===== config.mk =====
export PLATFORM = sky130hd
export DESIGN_NAME = monster_swarm
export DESIGN_NICKNAME = d
export VERILOG_FILES = /design/src/rtl/swarm_pkg.sv /design/src/rtl/swarm_extent.sv /design/src/rtl/monster_swarm.sv
export SDC_FILE = /design/constraint.sdc
export NUM_CORES = 1
export LEC_CHECK = 0
export CORE_MARGIN = 2
export CORE_UTILIZATION = 35
export DETAILED_ROUTE_END_ITERATION = 16
export SLEW_MARGIN = 20
export SYNTH_ARGS = -nofsm -noshare
export SYNTH_HDL_FRONTEND = slang
export SYNTH_HIERARCHICAL = 1
export SYNTH_SLANG_ARGS = --single-unit

===== constraint.sdc =====
create_clock -name clk -period 6.8 [get_ports clk]
set_input_delay 1.36 -clock clk [delete_from_list [all_inputs] [get_ports clk]]
set_output_delay 1.36 -clock clk [all_outputs]
set_load 0.03 [all_outputs]

===== src/rtl/swarm_pkg.sv =====
// Shared types and constants for the monster swarm: FSM state encoding,
// playfield colours and the index-width helper.
package swarm_pkg;

   typedef enum logic [2:0] {
      MARCH_R   = 3'd0,
      DROP_TO_L = 3'd1,
      MARCH_L   = 3'd2,
      DROP_TO_R = 3'd3,
      HALT      = 3'd4
   } swarm_state_e;

   localparam logic [11:0] RED    = 12'hF00;
   localparam logic [11:0] GREEN  = 12'h0F0;
   localparam logic [11:0] BLUE   = 12'h00F;
   localparam logic [11:0] PURPLE = 12'hF0F;
   localparam logic [11:0] BLACK  = 12'h000;

   // Width of an index into n items, never narrower than one bit.
   function automatic int IDX_W(input int n);
      return (n <= 2) ? 1 : $clog2(n);
   endfunction

endpackage


===== src/rtl/swarm_extent.sv =====
// Lowest/highest set index and population count of the alive mask.
// lo/hi read 0 when the mask is empty; callers gate on count.
module swarm_extent
   import swarm_pkg::*;
#(
   parameter  int N  = 5,
   localparam int IW = IDX_W(N),
   localparam int CW = $clog2(N + 1)
) (
   input  logic [N-1:0]  alive_i,
   output logic [IW-1:0] lo_o,
   output logic [IW-1:0] hi_o,
   output logic [CW-1:0] count_o
);

   // Scan down for the lowest one, up for the highest one, and count.
   always_comb begin
      lo_o    = '0;
      hi_o    = '0;
      count_o = '0;
      for (int i = N - 1; i >= 0; i--) begin
         if (alive_i[i]) lo_o = IW'(i);
      end
      for (int i = 0; i < N; i++) begin
         if (alive_i[i]) hi_o = IW'(i);
         count_o = count_o + CW'(alive_i[i]);
      end
   end

endmodule


===== src/rtl/monster_swarm.sv =====
// N-wide monster row: formation position, alive mask, march/drop FSM and
// per-pixel hit output for the playfield colour mux. Fewer survivors pace
// faster: the row moves once every popcount(alive) steps. Formation x is
// signed because a row whose leftmost survivor sits far right may carry
// base_x below zero while that survivor is still on screen.
module monster_swarm
   import swarm_pkg::*;
#(
   parameter  int          N_MONS  = 5,
   parameter  int          X0      = 250,
   parameter  int          Y0      = 100,
   parameter  int          SPACING = 100,
   parameter  int          HALF_W  = 5,
   parameter  int          HALF_H  = 2,
   parameter  int          STEP_X  = 2,
   parameter  int          STEP_Y  = 8,
   parameter  int          X_MIN   = 150,
   parameter  int          X_MAX   = 780,
   parameter  int          Y_LIMIT = 530,
   parameter  logic [11:0] COLOR   = RED,
   localparam int          IW      = IDX_W(N_MONS)
) (
   input  logic              clk,
   input  logic              rst,
   input  logic              step,
   input  logic              hit_valid,
   input  logic [IW-1:0]     hit_idx,
   input  logic              bright,
   input  logic [9:0]        hCount,
   input  logic [9:0]        vCount,
   output logic              pix_on,
   output logic [11:0]       pix_rgb,
   output logic [N_MONS-1:0] alive,
   output logic              all_dead,
   output logic              landed,
   output logic [2:0]        dbg_state_o,
   output logic [11:0]       dbg_base_x_o,
   output logic [9:0]        dbg_base_y_o
);

   localparam int CW = $clog2(N_MONS + 1);
   localparam logic signed [13:0] HW_S   = 14'(HALF_W);
   localparam logic signed [13:0] HH_S   = 14'(HALF_H);
   localparam logic signed [13:0] SX_S   = 14'(STEP_X);
   localparam logic signed [13:0] XMIN_S = 14'(X_MIN);
   localparam logic signed [13:0] XMAX_S = 14'(X_MAX);

   swarm_state_e        state_q, state_d;
   logic signed [11:0]  base_x_q, base_x_d;
   logic [9:0]          base_y_q, base_y_d;
   logic [N_MONS-1:0]   alive_q, alive_d;
   logic                all_dead_q, all_dead_d;
   logic                landed_q, landed_d;
   logic [CW-1:0]       pace_q, pace_d;

   logic [IW-1:0]       lo, hi;
   logic [CW-1:0]       count;
   logic                halting, pace_hit, adv, turn_r, turn_l;
   logic                mv_right, mv_left, do_drop, pix_hit;
   logic signed [13:0]  bx, lo_off, hi_off, right_edge, left_edge, px, py, cy;
   logic [10:0]         by_drop, by_bottom;

   swarm_extent #(.N(N_MONS)) u_extent (
      .alive_i (alive_q),
      .lo_o    (lo),
      .hi_o    (hi),
      .count_o (count)
   );

   // Extremes, pacing and edge tests, all from the mask registered this cycle.
   always_comb begin
      bx         = base_x_q;
      lo_off     = 14'(lo) * 14'(SPACING);
      hi_off     = 14'(hi) * 14'(SPACING);
      right_edge = bx + hi_off + HW_S;
      left_edge  = bx + lo_off - HW_S;
      turn_r     = (right_edge + SX_S) > XMAX_S;
      turn_l     = left_edge < (XMIN_S + SX_S);
      halting    = all_dead_q || landed_q || (state_q == HALT);
      pace_hit   = step && ((CW+1)'(pace_q) + (CW+1)'(1) >= (CW+1)'(count));
      adv        = pace_hit && !halting;
      by_drop    = 11'(base_y_q) + 11'(STEP_Y);
      by_bottom  = 11'(base_y_q) + 11'(HALF_H);
   end

   // FSM state register.
   always_ff @(posedge clk or posedge rst) begin
      if (rst) state_q <= MARCH_R;
      else     state_q <= state_d;
   end

   // FSM next state: a dead or landed row halts ahead of any pending move.
   always_comb begin
      state_d = state_q;
      if (all_dead_q || landed_q) begin
         state_d = HALT;
      end else if (adv) begin
         case (state_q)
            MARCH_R:   if (turn_r) state_d = DROP_TO_L;
            DROP_TO_L: state_d = MARCH_L;
            MARCH_L:   if (turn_l) state_d = DROP_TO_R;
            DROP_TO_R: state_d = MARCH_R;
            default:   state_d = HALT;
         endcase
      end
   end

   // FSM outputs: which movement this pacing step applies.
   always_comb begin
      mv_right = adv && (state_q == MARCH_R) && !turn_r;
      mv_left  = adv && (state_q == MARCH_L) && !turn_l;
      do_drop  = adv && (((state_q == MARCH_R) && turn_r) ||
                         ((state_q == MARCH_L) && turn_l));
   end

   // Datapath next values: movement, pace counter, kills and status flags.
   always_comb begin
      base_x_d = base_x_q;
      base_y_d = base_y_q;
      pace_d   = pace_q;
      alive_d  = alive_q;
      if (mv_right) base_x_d = base_x_q + 12'(STEP_X);
      if (mv_left)  base_x_d = base_x_q - 12'(STEP_X);
      if (do_drop)  base_y_d = (by_drop > 11'd1023) ? 10'd1023 : by_drop[9:0];
      if (step && !halting) pace_d = pace_hit ? '0 : pace_q + CW'(1);
      if (hit_valid && (int'(hit_idx) < N_MONS)) alive_d[hit_idx] = 1'b0;
      all_dead_d = (alive_d == '0);
      landed_d   = landed_q || (by_bottom >= 11'(Y_LIMIT));
   end

   // Datapath registers.
   always_ff @(posedge clk or posedge rst) begin
      if (rst) begin
         base_x_q   <= 12'(X0);
         base_y_q   <= 10'(Y0);
         pace_q     <= '0;
         alive_q    <= '1;
         all_dead_q <= 1'b0;
         landed_q   <= 1'b0;
      end else begin
         base_x_q   <= base_x_d;
         base_y_q   <= base_y_d;
         pace_q     <= pace_d;
         alive_q    <= alive_d;
         all_dead_q <= all_dead_d;
         landed_q   <= landed_d;
      end
   end

   // Pixel test: inclusive boxes around every live monster, no latency.
   always_comb begin
      px      = $signed({4'b0, hCount});
      py      = $signed({4'b0, vCount});
      cy      = $signed({4'b0, base_y_q});
      pix_hit = 1'b0;
      for (int i = 0; i < N_MONS; i++) begin
         if (alive_q[i] &&
             (px >= bx + $signed(14'(i * SPACING)) - HW_S) &&
             (px <= bx + $signed(14'(i * SPACING)) + HW_S) &&
             (py >= cy - HH_S) && (py <= cy + HH_S))
            pix_hit = 1'b1;
      end
      pix_on  = bright && pix_hit;
      pix_rgb = pix_on ? COLOR : BLACK;
   end

   assign alive        = alive_q;
   assign all_dead     = all_dead_q;
   assign landed       = landed_q;
   assign dbg_state_o  = state_q;
   assign dbg_base_x_o = base_x_q;
   assign dbg_base_y_o = base_y_q;

endmodule

Yosys cells after proc, flatten, opt, wreduce, memory -nomap -nowiden
Index checks and enable logic that the tools add are counted.

Output and inout bits: 45. Word-level logic and storage cells: 140. Flip-flop bits (word level): 35.

Equality and inequality tests: 6. Order comparisons: 20. Reductions and logical operators: 45. Bitwise logic cells: 2. Multipliers: 2. Mux-type cells: 27. $add $sub $neg: 31.

Operators with widths (count): $add 13x4->14 const B (5); $sub 13x4->14 const B (5); $ge 11x14->1 (4); $le 11x14->1 (4); $mux 12 (3); $logic_and 1x1->1 (33); $mux 3 (11); $add 12x10->13 const B (2); $add 12x11->13 (2); $add 10x2->11 const B (2); $mul 3x5->8 const B (2); $add 14x3->14 const B (1); $gt 14x11->1 const B (1); $lt 14x9->1 const B (1); $add 12x4->13 const B (1); $add 12x8->13 const B (1); $add 12x9->13 const B (1); $ge 11x13->1 (1); $le 11x13->1 (1); $sub 12x4->13 const B (1); $add 12x3->12 const B (1); $pmux 3 s4 (1); $sub 12x3->12 const B (1); $add 10x4->11 const B (1); other kinds (30) (47).

Depth between registers and ports, before layout
Gate-level depths: netlist of run 1.

Word-level depth: 13. Depth in mapped cells: 24. Gate-level depth less buffers: 23.

Cells and area by module
The synthesis of run 1 kept the hierarchy.

Modules (own cells, without submodules): monster_swarm (area an instance 8480.6 µm², cells an instance 1066, instances 1); swarm_extent (area an instance 115.1 µm², cells an instance 15, instances 1).

Worst setup path before layout of run 1
OpenSTA, ideal clock, no wires.

Path kind: register to output. Start point: register base_x_q[2] (netlist: dbg_base_x_o[2]). End point: output pix_rgb[10]. Stages on the path, launching flop included: 21. Arrival time: 4251 ps. Slack: 1189 ps. Cells stage by stage: dfrtp_1 -> buf_6 -> inv_1 -> ha_1 -> clkbuf_1 -> nor2_1 -> o211ai_1 -> nor3_1 -> nor2_1 -> a221oi_1 -> xnor2_1 -> ha_1 -> nand4_1 -> nor3_1 -> a21o_1 -> a31oi_1 -> o21ai_0 -> o211ai_1 -> o211ai_1 -> o211a_1 -> buf_4.

Word-level cells in the longest chain between the ends: 13.

RTL lines: start, declared (RTL line monster_swarm.sv:49) `logic signed [11:0] base_x_q, base_x_d;`; start signal, assigned (RTL line monster_swarm.sv:134) `base_x_q <= 12'(X0);`; start signal, assigned (RTL line monster_swarm.sv:141) `base_x_q <= base_x_d;`; $add 12x8->13 or $sub 12x4->13 (tied branches) (RTL line monster_swarm.sv:158, monster_swarm.sv:159); $sub 13x4->14 or $ge 11x13->1 (tied branches) (RTL line monster_swarm.sv:158) `(px >= bx + $signed(14'(i * SPACING)) - HW_S) &&`; $ge 11x14->1 or $logic_and 1x1->1 (tied branches) (RTL line monster_swarm.sv:158, monster_swarm.sv:157); $logic_and 1x1->1 (on tied branches) (RTL line monster_swarm.sv:157, monster_swarm.sv:158); $logic_and 1x1->1 (on tied branches) (RTL line monster_swarm.sv:158, monster_swarm.sv:159); $logic_and 1x1->1 (on tied branches) (RTL line monster_swarm.sv:159, monster_swarm.sv:160); $logic_and 1x1->1 or $mux 1 (tied branches) (RTL line monster_swarm.sv:160, monster_swarm.sv:157); $mux 1 (3 in a row) (RTL line monster_swarm.sv:157) `if (alive_q[i] &&`; $mux 1 * (RTL line monster_swarm.sv:157); $logic_and 1x1->1 * (RTL line monster_swarm.sv:163) `pix_on = bright && pix_hit;`; named net pix_on (RTL line monster_swarm.sv:31) `output logic pix_on,`; $mux 12 * (RTL line monster_swarm.sv:164) `pix_rgb = pix_on ? COLOR : BLACK;`; end, declared (RTL line monster_swarm.sv:32) `output logic [11:0] pix_rgb,`.

Mark *: on every way through the listed nets, which the timed path passes. The rest lies on a longest branch.

Worst setup path in the final report of run 1
Start point: register base_x_q[3] (netlist: dbg_base_x_o[3]). End point: output pix_rgb[10].

Word-level cells in the longest chain between the ends: 13.

RTL lines (RTL line): $add 12x8->13 or $sub 12x4->13 (tied branches) (monster_swarm.sv:158, monster_swarm.sv:159); $sub 13x4->14 or $ge 11x13->1 (tied branches) (monster_swarm.sv:158); $ge 11x14->1 or $logic_and 1x1->1 (tied branches) (monster_swarm.sv:158, monster_swarm.sv:157); $logic_and 1x1->1 (on tied branches) (monster_swarm.sv:157, monster_swarm.sv:158); $logic_and 1x1->1 (on tied branches) (monster_swarm.sv:158, monster_swarm.sv:159); $logic_and 1x1->1 (on tied branches) (monster_swarm.sv:159, monster_swarm.sv:160); $logic_and 1x1->1 or $mux 1 (tied branches) (monster_swarm.sv:160, monster_swarm.sv:157); $mux 1 (3 in a row) (monster_swarm.sv:157); $mux 1 * (monster_swarm.sv:157); $logic_and 1x1->1 * (monster_swarm.sv:163); $mux 12 * (monster_swarm.sv:164).

Every way passes the cells marked *; elsewhere a longest branch is shown, timed or not.

==> results of run 1 <==
[power by group]
group	switching [mW]	internal, mW	leakage (nW)
sequential	0.142	0.243	0.366
clock	0.0799	0.146	0.0712
combinational	1.41	1.02	3.80
[cell usage in the layout, fill, tap and decap left out, types with 12 or more instances in the layout]
cell and n:
sky130_fd_sc_hd__nor3_1 31, sky130_fd_sc_hd__and3_1 12, sky130_fd_sc_hd__xnor2_1 90, sky130_fd_sc_hd__nand2b_1 14, sky130_fd_sc_hd__dfstp_2 14, sky130_fd_sc_hd__nand4_1 28, sky130_fd_sc_hd__ha_1 170, sky130_fd_sc_hd__xor2_1 26
sky130_fd_sc_hd__buf_4 26, sky130_fd_sc_hd__o21ai_0 39, sky130_fd_sc_hd__o21a_1 14, sky130_fd_sc_hd__nand2_1 72, sky130_fd_sc_hd__clkdlybuf4s50_1 58, sky130_fd_sc_hd__a21o_1 30, sky130_fd_sc_hd__dfrtp_1 19, sky130_fd_sc_hd__nand3_1 35
sky130_fd_sc_hd__a31oi_1 15, sky130_fd_sc_hd__nor2_1 76, sky130_fd_sc_hd__o211ai_1 12, sky130_fd_sc_hd__inv_1 69, sky130_fd_sc_hd__a21oi_1 60
[repair_timing]
| action | 4_1_cts | 5_1_grt |
|---|---|---|
| setup endpoints to repair | 0 | 5 |
| hold buffers | 0 | 0 |
| gates resized for setup | 0 | 7 |
[synthesized netlist by cell type, drive strengths merged, types with 6 or more instances]
library cell / instances
dfstp: 14
buf: 42
nand3: 35
nor4: 7
and2: 10
xor2: 27
and3: 13
nor2b: 8
nor2: 77
inv: 71
nand2b: 14
o21a: 14
nand4: 28
o21ai: 43
mux2: 7
or3: 8
a211o: 7
a2111oi: 6
o211ai: 13
a21o: 30
clkbuf: 16
o311ai: 6
nand2: 73
a21boi: 6
a21oi: 65
ha: 171
nor3: 33
a211oi: 14
xnor2: 96
dfrtp: 19
a31oi: 15
[sequential cells by signal (all words and copies together), names as in the netlist]
| register | flops |
|---|---|
| all_dead | 1 |
| alive | 5 |
| landed | 1 |
| dbg_base_y_o | 9 |
| dbg_base_x_o | 11 |
| dbg_state_o | 3 |
| pace_q | 3 |
[final cells by class]
type                    instances  area, um2
clock buffers                   8        146
fillers                      2564      14600
inverters                      72        272
multi-input cells             926       7190
flip-flops and latches         33        843
well taps                     324        405
repair buffers                 84        776
[cell families (layout without fill, tap and decap cells)]
family | Yosys count | after routing
xor+xnor | 123 | 123
flops | 33 | 33
other cells | 1 | 9
buf+inv | 130 | 164
compound gates | 274 | 274
simple gates | 333 | 333
mux | 12 | 12
fa+ha+maj | 175 | 175
[critical path, cell delays in order, from the launching register on]
cell	delay [ns]
sky130_fd_sc_hd__dfstp_2	0.84
sky130_fd_sc_hd__inv_1	0.28
sky130_fd_sc_hd__ha_1	0.36
sky130_fd_sc_hd__a211o_1	0.39
sky130_fd_sc_hd__a21oi_2	0.23
sky130_fd_sc_hd__o2111a_1	0.28
sky130_fd_sc_hd__nand3_1	0.12
sky130_fd_sc_hd__xnor2_1	0.16
sky130_fd_sc_hd__ha_1	0.32
sky130_fd_sc_hd__nand4_1	0.16
sky130_fd_sc_hd__nor4_2	0.32
sky130_fd_sc_hd__a211oi_1	0.12
sky130_fd_sc_hd__or4_1	0.54
sky130_fd_sc_hd__nand3_1	0.11
sky130_fd_sc_hd__o22ai_1	0.10
sky130_fd_sc_hd__o211a_1	0.27
sky130_fd_sc_hd__buf_4	0.18
[worst max path at each step]
stage | slack (ns) | cells past startpoint | start | end
after global routing | 0.02 | 15 | dbg_base_x_o[3]$_DFFE_PP1P_ | pix_rgb[9]
after detailed placement | 0.44 | 15 | dbg_base_x_o[3]$_DFFE_PP1P_ | pix_rgb[9]
after global placement | 0.48 | 16 | dbg_base_x_o[3]$_DFFE_PP1P_ | pix_on
final | 0.35 | 16 | dbg_base_x_o[3]$_DFFE_PP1P_ | pix_rgb[10]
after floorplan | 1.19 | 20 | dbg_base_x_o[2]$_DFFE_PP0P_ | pix_rgb[10]
after CTS | 0.12 | 16 | dbg_base_x_o[3]$_DFFE_PP1P_ | pix_rgb[9]
[layer usage]
metal / track usage, % / up-vias
li1: - / 3982
met1: 26.4 / 3754
met2: 33.0 / 281
met3: 1.83 / 54
met4: 6.25 / 0
met5: 0 / -
==> impl_summary.log, run 1 <==
INFO  metric crit_path_start_kind = flop
INFO  metric worstHoldPathType = flop to flop
INFO  metric synth-seq-cells = 33
INFO  metric setup_viol_count_final = 0
INFO  metric fin_setup_tns = 0 ns
INFO  metric hold-path-endpoint = dbg_state_o[1]$_DFFE_PP0P_
INFO  metric global_route.overflow_total = 0
INFO  metric synth.yosys.seq_area_share = 9.81%
INFO  metric cell_type_contributing_the_most_total_cell_area_after_synthesis = sky130_fd_sc_hd__ha_1
INFO  metric start_util = 35.4%
INFO  metric arrival = 5.09 ns
INFO  metric rsz0062_at_grt = false
INFO  metric stdcell_area = 9630 um2
INFO  metric drc = 0
INFO  metric synth.avg_cell_area = 7.95 um2
INFO  metric clock_tree_from_tritoncts = yes
INFO  metric timing.max_slew.rel_slack = 41.1%
INFO  metric critPathMaxFanout = 21
INFO  metric endpoint_kind = output port
INFO  metric ys_warn_count = 6
INFO  metric hold_violations = 0
INFO  metric row_count = 57
INFO  metric numClockSinks = 33
INFO  metric r2r_start = alive[3]$_DFF_PP1_
INFO  metric worst_pin_slew = 0.884 ns
INFO  metric worst_hold_slack = 0.494 ns
INFO  metric routed_wl = 25500 um
INFO  metric run_status = complete, no violations
INFO  metric die_h = 161 um
INFO  metric worst-r2r-setup-slack = 1.56 ns
INFO  metric synth_simple_gate_area_share = 19.9%
INFO  metric postPlaceCellArea = 9460 um2
INFO  metric leakagePower = 4.24 nW
INFO  metric vdd.ir_drop.worst = 0.172 mV
INFO  metric vias_in_the_first_global_route = 7766
INFO  metric cts_buffers = 5
INFO  metric dpl_wire_length = 19800 um
INFO  metric post_drt_via_cell_ratio = 5.58
INFO  metric power_density = 316 nW/um2
INFO  metric number_of_flops_mapped_to_enable_cells_by_yosys = 0
INFO  metric clk_pin_slew_worst_paths = 0.05 ns
INFO  metric wl_per_cell = 17.6 um
INFO  metric synth_top_family_by_area = adder cells
INFO  metric synth_xor_area_share = 13.2%
INFO  metric route.vias.total = 8071
INFO  metric synth_compound_area_share = 22.6%
INFO  metric synthTopCellsByArea = sky130_fd_sc_hd__ha_1 (25%), sky130_fd_sc_hd__xnor2_1 (9.3%), sky130_fd_sc_hd__dfrtp_1 (5.5%), sky130_fd_sc_hd__dfstp_2 (4.3%), sky130_fd_sc_hd__a21oi_1 (3.5%)
INFO  metric design.final.nets = 1325
INFO  metric fp.dieW = 161 um
INFO  metric ctsHtreeMaxLevel = 2
INFO  metric finalCritPeriodShare = 94.8%
INFO  metric worst_ep_required_time = 5.44 ns
INFO  metric power.total = 3.04 mW
INFO  metric post_synth_num_cell_types = 92
INFO  metric critPathKind = flop to output port
INFO  metric dr_iter_0_viols = 501
INFO  metric gp_congestion = 0.887
INFO  metric hold-path-cell-count = 1
INFO  metric yosys.area.top_type_share = 24.9%
INFO  metric floorplan.core_area = 24200 um2
INFO  metric wl_met2 = 11700 um
INFO  metric rr_endpoint = dbg_base_x_o[11]$_DFFE_PP0P_
INFO  metric preCtsSetupSlack = 0.439 ns
INFO  metric cap_violations = 0
INFO  metric boundaryPins = 73
INFO  metric timing.final.ws_setup = 0.351 ns
INFO  metric layout-area-overhead-vs-synth = 12.1%
INFO  metric antenna_found_initial = 0
INFO  metric globalRouteTotalUtil = 19.6%
INFO  metric antenna-diode-count = 0
INFO  metric synth.area.mux_share = 1.50%
INFO  metric final_util = 39.7%
INFO  metric post_synth_instance_area = 8600 um2
INFO  metric reg2regPathDepth = 22
INFO  metric drt-met1-wl = 11500 um
INFO  metric design.die.area = 25800 um2
INFO  metric largest_net_degree_at_the_start_of_global_routing = 34
INFO  metric insertion_delay = 0.28 ns
INFO  metric synthesis.instances = 1081
INFO  metric cts-root-buf = sky130_fd_sc_hd__clkbuf_16
INFO  metric numPlacedInstances = 1439
INFO  metric yosys.area_share.adder = 25.8%
INFO  metric clock.fmax = 155 MHz
INFO  metric drt_pre_antenna_iters = 5
INFO  metric synthFlopType = sky130_fd_sc_hd__dfrtp_1
INFO  metric drv_slew = 0
INFO  metric final_cell_count_no_fill = 1447
INFO  metric port_buffers = 63
INFO  metric fin_crit = 6.45 ns
INFO  metric detailroute.wirelength.met3 = 1550 um
INFO  metric grt_first_pass_wirelength = 41100 um
INFO  metric worst_skew = 0.00494 ns
INFO  metric synth_async_sr_flop_share = 100%
INFO  metric drtAntennaViolNets = 0
INFO  metric top_metal_used = met4
INFO  metric clk_path_buf_depth = 2
INFO  metric post_route_cells_drive_above_1_share = 8.46%
INFO  metric worst_hold_startpoint = all_dead$_DFF_PP0_
INFO  metric cts_setup_buffers = 0
Note: power is estimated with default switching activity, not from simulation.
==> inputs of run 2 (changes only) <==
- GPL_ROUTABILITY_DRIVEN: not set -> 0
==> results of run 2 <==
Same layout as run 1: the final DEF is identical, and so are final timing and power.
